**src/rtl/tproc_isa_pkg.sv**
```systemverilog
// Shared ISA constants, opcode field helper and issue-sequencer state encoding.
package tproc_isa_pkg;

    localparam int INSTR_W = 64;
    localparam int OPC_HI  = 63;
    localparam int OPC_LO  = 56;

    localparam logic [7:0] OPC_NOP        = 8'h00;
    localparam logic [7:0] OPC_FETCH_A    = 8'h01;
    localparam logic [7:0] OPC_FETCH_B    = 8'h02;
    localparam logic [7:0] OPC_FETCH_ADDR = 8'h04;
    localparam logic [7:0] OPC_HALT       = 8'hFF;

    typedef enum logic [2:0] {
        S_IDLE,
        S_FETCH,
        S_WAIT_DATA,
        S_DECODE,
        S_ISSUE,
        S_WAIT_EXEC,
        S_DONE
    } issue_state_t;

    function automatic logic [7:0] opcode_of(input logic [INSTR_W-1:0] w);
        return w[OPC_HI:OPC_LO];
    endfunction

endpackage

```
**src/rtl/instr_prefetch_buf.sv**
```systemverilog
// One-entry prefetch buffer: an RD_LAT delay line marks when a speculative read returns.
// Compiled only when INSTR_ISSUE_PREFETCH_EN is defined.
`ifdef INSTR_ISSUE_PREFETCH_EN
module instr_prefetch_buf
    import tproc_isa_pkg::*;
#(
    parameter int RD_LAT = 1
) (
    input  logic               clk,
    input  logic               rst,
    input  logic               clear,
    input  logic               rd_issue,
    input  logic [INSTR_W-1:0] rd_data,
    input  logic               consume,
    output logic               valid,
    output logic [INSTR_W-1:0] data
);

    logic [RD_LAT-1:0] dly;

    always_ff @(posedge clk) begin
        if (rst || clear) begin
            dly   <= '0;
            valid <= 1'b0;
        end else begin
            dly <= (dly << 1) | RD_LAT'(rd_issue);
            if (dly[RD_LAT-1]) begin
                valid <= 1'b1;
            end else if (consume) begin
                valid <= 1'b0;
            end
        end
    end

    always_ff @(posedge clk) begin
        if (dly[RD_LAT-1]) begin
            data <= rd_data;
        end
    end

endmodule
`endif

```
**src/rtl/instruction_issue.sv**
```systemverilog
// Instruction sequencer: fetches words from instruction RAM, skips NOPs, stops on HALT,
// and issues each word to the decoder, waiting for exec_done. Option: INSTR_ISSUE_PREFETCH_EN.
module instruction_issue
    import tproc_isa_pkg::*;
#(
    parameter int ADDR_W = 16,
    parameter int CNT_W  = 16,
    parameter int RD_LAT = 1
) (
    input  logic               clk,
    input  logic               rst,
    input  logic               start,
    input  logic [ADDR_W-1:0]  base_addr,
    input  logic [CNT_W-1:0]   instr_count,
    output logic               instr_rd_en,
    output logic [ADDR_W-1:0]  instr_rd_addr,
    input  logic [INSTR_W-1:0] instr_rd_data,
    output logic [INSTR_W-1:0] instruction,
    output logic               instr_enable,
    input  logic               exec_done,
    output logic               busy,
    output logic               finished,
    output logic [ADDR_W-1:0]  pc
);

    localparam int LAT_W = (RD_LAT > 1) ? $clog2(RD_LAT + 1) : 1;

    issue_state_t       state, state_n;
    logic [ADDR_W-1:0]  pc_n;
    logic [CNT_W-1:0]   remaining, rem_n;
    logic [LAT_W-1:0]   wcnt, wcnt_n;
    logic [INSTR_W-1:0] word, word_n;
    logic [INSTR_W-1:0] instr_n;
    logic [7:0]         opc;

    assign opc = opcode_of(word);

`ifdef INSTR_ISSUE_PREFETCH_EN
    logic               pf_req, pf_req_n;
    logic               exec_seen, seen_n;
    logic               pf_consume, pf_clear;
    logic               pf_valid;
    logic [INSTR_W-1:0] pf_data;

    instr_prefetch_buf #(
        .RD_LAT (RD_LAT)
    ) u_pf (
        .clk      (clk),
        .rst      (rst),
        .clear    (pf_clear),
        .rd_issue (pf_req),
        .rd_data  (instr_rd_data),
        .consume  (pf_consume),
        .valid    (pf_valid),
        .data     (pf_data)
    );

    assign instr_rd_en   = (state == S_FETCH) || pf_req;
    assign instr_rd_addr = pf_req ? pc + ADDR_W'(1) : pc;
`else
    assign instr_rd_en   = (state == S_FETCH);
    assign instr_rd_addr = pc;
`endif

    assign instr_enable = (state == S_ISSUE);
    assign busy         = (state != S_IDLE);
    assign finished     = (state == S_DONE);

    always_comb begin
        state_n = state;
        pc_n    = pc;
        rem_n   = remaining;
        wcnt_n  = wcnt;
        word_n  = word;
        instr_n = instruction;
`ifdef INSTR_ISSUE_PREFETCH_EN
        pf_req_n   = 1'b0;
        seen_n     = exec_seen;
        pf_consume = 1'b0;
        pf_clear   = 1'b0;
`endif
        case (state)
            S_IDLE: begin
`ifdef INSTR_ISSUE_PREFETCH_EN
                pf_clear = 1'b1;
                seen_n   = 1'b0;
`endif
                if (start) begin
                    if (instr_count == '0) begin
                        state_n = S_DONE;
                    end else begin
                        pc_n    = base_addr;
                        rem_n   = instr_count;
                        state_n = S_FETCH;
                    end
                end
            end
            S_FETCH: begin
                wcnt_n  = '0;
                state_n = S_WAIT_DATA;
            end
            S_WAIT_DATA: begin
                if (wcnt == LAT_W'(RD_LAT - 1)) begin
                    word_n  = instr_rd_data;
                    state_n = S_DECODE;
                end else begin
                    wcnt_n = wcnt + LAT_W'(1);
                end
            end
            S_DECODE: begin
                if (opc == OPC_HALT) begin
                    state_n = S_DONE;
                end else if (opc == OPC_NOP) begin
                    pc_n    = pc + ADDR_W'(1);
                    rem_n   = remaining - CNT_W'(1);
                    state_n = (remaining == CNT_W'(1)) ? S_DONE : S_FETCH;
                end else begin
                    instr_n = word;
                    state_n = S_ISSUE;
                end
            end
            S_ISSUE: begin
                state_n = S_WAIT_EXEC;
`ifdef INSTR_ISSUE_PREFETCH_EN
                pf_req_n = (remaining > CNT_W'(1));
                seen_n   = 1'b0;
`endif
            end
            S_WAIT_EXEC: begin
`ifdef INSTR_ISSUE_PREFETCH_EN
                // exec_seen: execution finished but the prefetched word is still in flight
                if (exec_seen) begin
                    if (pf_valid) begin
                        word_n     = pf_data;
                        pf_consume = 1'b1;
                        seen_n     = 1'b0;
                        state_n    = S_DECODE;
                    end
                end else if (exec_done) begin
                    pc_n  = pc + ADDR_W'(1);
                    rem_n = remaining - CNT_W'(1);
                    if (remaining == CNT_W'(1)) begin
                        state_n = S_DONE;
                    end else if (pf_valid) begin
                        word_n     = pf_data;
                        pf_consume = 1'b1;
                        state_n    = S_DECODE;
                    end else begin
                        seen_n = 1'b1;
                    end
                end
`else
                if (exec_done) begin
                    pc_n    = pc + ADDR_W'(1);
                    rem_n   = remaining - CNT_W'(1);
                    state_n = (remaining == CNT_W'(1)) ? S_DONE : S_FETCH;
                end
`endif
            end
            S_DONE:  state_n = S_IDLE;
            default: state_n = S_IDLE;
        endcase
    end

    always_ff @(posedge clk) begin
        if (rst) begin
            state       <= S_IDLE;
            pc          <= '0;
            remaining   <= '0;
            wcnt        <= '0;
            instruction <= '0;
`ifdef INSTR_ISSUE_PREFETCH_EN
            pf_req      <= 1'b0;
            exec_seen   <= 1'b0;
`endif
        end else begin
            state       <= state_n;
            pc          <= pc_n;
            remaining   <= rem_n;
            wcnt        <= wcnt_n;
            instruction <= instr_n;
`ifdef INSTR_ISSUE_PREFETCH_EN
            pf_req      <= pf_req_n;
            exec_seen   <= seen_n;
`endif
        end
    end

    always_ff @(posedge clk) begin
        word <= word_n;
    end

endmodule

```
**config.mk**
```make
export PLATFORM = sky130hd
export DESIGN_NAME = instruction_issue
export DESIGN_NICKNAME = d
export VERILOG_FILES = /design/src/rtl/tproc_isa_pkg.sv /design/src/rtl/instr_prefetch_buf.sv /design/src/rtl/instruction_issue.sv
export SDC_FILE = /design/constraint.sdc
export NUM_CORES = 1
export LEC_CHECK = 0
export ABC_CLOCK_PERIOD_IN_PS = 3500
export CAP_MARGIN = 15
export CORE_AREA = 2 2 135 137
export CTS_BUF_LIST = sky130_fd_sc_hd__clkbuf_8 sky130_fd_sc_hd__clkbuf_16
export CTS_CLUSTER_DIAMETER = 50
export DETAILED_ROUTE_END_ITERATION = 6
export DIE_AREA = 0 0 137 139
export GPL_ROUTABILITY_DRIVEN = 1
export PLACE_DENSITY = 0.7
export SKIP_LAST_GASP = 1
export SLEW_MARGIN = 20
export SYNTH_ARGS = -nofsm -noshare
export SYNTH_HDL_FRONTEND = slang
export SYNTH_SLANG_ARGS = --single-unit
```
**constraint.sdc**
```tcl
create_clock -name clk -period 3.5 [get_ports clk]
set_input_delay 0.7 -clock clk [delete_from_list [all_inputs] [get_ports clk]]
set_output_delay 0.7 -clock clk [all_outputs]
set_load 0.02 [all_outputs]
```
# Word-level counts from Yosys, hierarchy flattened
# Cells that the tools add are included.
# totals
ff_bits	164
inputBits	100
out_inout_bits	100
# classes
n_addsub	3
bitwise	3
n_eq_ne	14
n_reduce_logical	10
mux	22
# op_table
operator	n
$mux W16	10
$pmux W16 S3	2
$mux W3	7
$pmux W3 S6	1
$add A16 B1 Y16 const B	1
$eq A16 B1 Y1 const B	1
$logic_not A16 Y1	1
$sub A16 B1 Y16 const B	1
$ne A2 B2 Y1 const B	6
$eq A3 B3 Y1 const B	3
$eq A8 B8 Y1 const B	1
$logic_not A8 Y1	1
$eq A3 B2 Y1 const B	2
$reduce_and A3 Y1	2
$reduce_and A6 Y1	1
$reduce_bool A3 Y1	2
$eq A3 B1 Y1 const B	1
$logic_not A3 Y1	1
$not A1 Y1	3
$pmux W1 S2	1
$reduce_and A2 Y1	1
$reduce_bool A2 Y1	1
$add A1 B1 Y1 const B	1
$mux W1	1

# Depth between registers and ports, before layout
# depth
depth_word	5
depth_mapped	8
ltp_nobuf	7

# Worst setup path before layout
# No wires, ideal clock.
# synth_timing
path_kind	flip-flop to flip-flop
from	register state[0]
to	register word[0], enable pin
arrival_time_ns	3.222
stages_incl_launch_ff	3
period_less_slack_ns	3.708
t_required_ns	3.014
path_slack_ns	-0.208
path_cell_list	dfxtp_1 -> clkbuf_1 -> nor2_1
# synth_between
elab_chain_cells	2
# synth_rtl
element	line_no	source
start: declaration	instruction_issue.sv:28	issue_state_t state, state_n;
start signal: assignment	instruction_issue.sv:177	state <= state_n;
$eq A3 B2 Y1	instruction_issue.sv:82	case (state)
$reduce_and A2 Y1 (no line)	-	
end signal: assignment	instruction_issue.sv:190	word <= word_n;
end: declaration	instruction_issue.sv:32	logic [INSTR_W-1:0] word, word_n;
# Every way passes these cells.
# A chain may end at the register's enable or synchronous reset.

# Final worst setup path
# layout_timing
from	register state[2]
to	output port instr_enable
# layout_between
elab_chain_cells	1
# layout_rtl
element	line_no	source
$eq A3 B3 Y1	instruction_issue.sv:65	assign instr_enable = (state == S_ISSUE);
end: declaration	instruction_issue.sv:19	output logic instr_enable,
# Every way passes these cells.

==> impl_results.md <==
* Outcome: completed
* YS warnings at 0
* FF-to-FF setup slack at 930 ps
* DP HPWL at 11900 um
* Worst vdd ir at 0.358 mV
* Via count at 5782
* Achievable frequency at 361 MHz
* Setup-failing EPs final at 0
* RePlAce Congestion at 0.841
* Inserted Clock Buffers at 17
* IO buf count at 199
* DRT Pass-1 Iters at 5
* Worst Hold Class: reg -> reg
* Max-cap violations at 0
* Total Negative Setup Slacks at 0 ps
* Avg Cell Area, Syn at 9.77 sq um
* Most area-hungry cell type in the Yosys netlist: dfxtp_1
* Pleak at 3.16 nW
* Setup WS pre-CTS at 624 ps
* CTS clk-pin slew, worst paths at 70 ps
* Crit Path Class: reg -> out
* Pins over their slew limit at 0
* Initial antenna violation count at 0
* CP Max Fanout at 16
* Clock root buffer master: clkbuf_16
* Overflow after GRT at 0
* CTS tree: built
* Final worst slack at 732 ps
* Syn Std Cell Area at 0.00675 sq mm
* DRC viols at 0
* Register area share after synthesis at 0.578
* Critical Path Sink Type: primary output
* Yosys top cell area share at 0.294
* All-Layer GR Usage at 0.190
* Final net count at 959
* # IOs at 200
* Mapped Cells at 691
* DP Cell Count at 1066
* Pin count of the biggest net entering global routing at 65
* Antenna viol nets, final at 0
* Antenna diodes at 0
* Post-synth net total at 794
* Clock Skew at 9.51 ps
* RSZ-0062 raised after global routing: false
* Total core area at 0.0177 sq mm
* Routed len/inst at 16.4 um
* Pwr dens at 484 mW/mm^2
* CP Launch Type: flop
* Die Y at 139 um
* Clock buffer depth at 2
* Post-synth top cells: nand2_1 (153), a21oi_1 (99), dfxtp_1 (99)
* CP Data Required Time at 2800 ps
* FF+latch count, synth at 163
* Setup bufs post-CTS at 0
* P&R area growth vs syn at 39.6%
* Ys flop type: dfxtp_1
* FP Rows at 49
* Initial Utilization at 0.382
* Die area at 0.0190 sq mm
* Count leader, synth: nand2_1
* Vias in the first global route at 5427
* Via density per instance at 5.27
* DIE WIDTH at 137 um
* # clock sinks at 163
* Post-synth EDFFs at 64
* Period minus WS final at 2770 ps
* Final Hold Vio Count at 0
* Final WL at 18000 um
* Fin crit share at 0.791
* Post-Layout Cell Count at 1098
* Worst slew pin tran at 858 ps
* Global-route wire length before repair at 28500 um
* Ys async rst share at 0
* Clk Latency, worst-skew pair at 420 ps
* Synth unique cells at 62
* Post-CTS Hold Buffers at 0
* CTS H-tree lvls at 4
* Data arrival, critical path at 2070 ps
* Top cells by area, synth: dfxtp_1 (29%), edfxtp_1 (28%), nand2_1 (8.5%)
* Final Util at 0.534
* 1st-iter DRT viols at 373
* Max_slew headroom at 0.428
* Post-CTS Resized at 0
* Share of cells above drive strength 1 at 0.0667
[through the flow]
step / total power, W / hold WS [ps] / area (sq um)
after floorplan: 0.00242 / 459 / 6750
after global placement: 0.00267 / 441 / 8790
after CTS: 0.00460 / 455 / 9430
after detailed placement: 0.00267 / 446 / 8800
final: 0.00456 / 452 / 9430
after global routing: 0.00473 / 469 / 9430
[critical path: stages (launching register included)]
cell and delay [ps]:
dfxtp_1 680, inv_1 200, nor2_1 130, clkdlybuf4s50_1 640
[cell usage in the layout (no fill, tap or decap), types with 2 or more instances in the layout]
master           instances
or4_1                    2
inv_8                    5
clkbuf_16               17
a22oi_1                  2
o221a_2                  2
nand2_1                153
a311oi_1                 4
o21ai_0                  9
nor4b_1                  2
nand3_1                 12
nor3_1                   8
or4_4                    2
nand4_1                  9
clkinv_8                 5
buf_12                   2
nor2_4                   3
and2_1                   2
o22ai_1                  3
o311ai_0                15
nand3b_1                 3
a21o_1                   3
nor2_1                  29
or3_1                    2
ha_1                     3
nor4_1                   8
clkdlybuf4s50_1        198
nand2b_1                 3
a21oi_1                 99
and4_1                   2
inv_1                   11
o31ai_1                 23
and3_1                   4
edfxtp_1                64
a211oi_1                 4
a31oi_1                 10
buf_4                    8
dfxtp_1                 99
inv_6                    3
a211o_1                  8
or2_2                    2
[per-layer routing]
| metal | track usage | routed length [um] | up-vias |
|---|---|---|---|
| li1 | - | - | 2826 |
| met1 | 0.250 | 7700 | 2707 |
| met2 | 0.286 | 8150 | 238 |
| met3 | 0.0874 | 1990 | 11 |
| met4 | 0.0440 | 169 | 0 |
| met5 | 0 | 0 | - |
[cell families after synthesis]
kind of cell	after synthesis	share of synthesized area
XOR/XNOR	1	0.00130
AO/OA/AOI/OAI	195	0.183
buffers and inverters	73	0.0567
flip-flops	163	0.578
adder cells (fa/ha/maj)	3	0.00556
AND/OR/NAND/NOR	255	0.174
multiplexers	1	0.00148
[state kept, by name, indices dropped and copies added (netlist names)]
signal,cells
instruction,64
word,64
instr_rd_addr,16
remaining,16
state,3
[final timing paths]
check | end | cells past startpoint | from
worst max register to register | remaining[0] | 6 | state[2]
worst min-delay path | instruction[27] | 2 | instruction[27]
worst min register to register | instruction[27] | 2 | instruction[27]
worst max-delay path | instr_enable | 3 | state[2]
[power by group]
part	total, W	leakage (nW)	internal [W]	switching, W
Combinational	0.000526	1.47	0.000254	0.000271
Clock	0.00193	0.302	0.00104	0.000886
Sequential	0.00211	1.39	0.00204	0.0000638
[cell type report]
class                   instances  area, sq um
fillers                      1600         8230
flip-flops and latches        163         3900
multi-input cells             455         2490
repair buffers                208         2080
clock buffers                  17          425
well taps                     229          287
clock inverters                15          201
inverters                      11         41.3
Note: power is estimated with default switching activity, not from simulation.
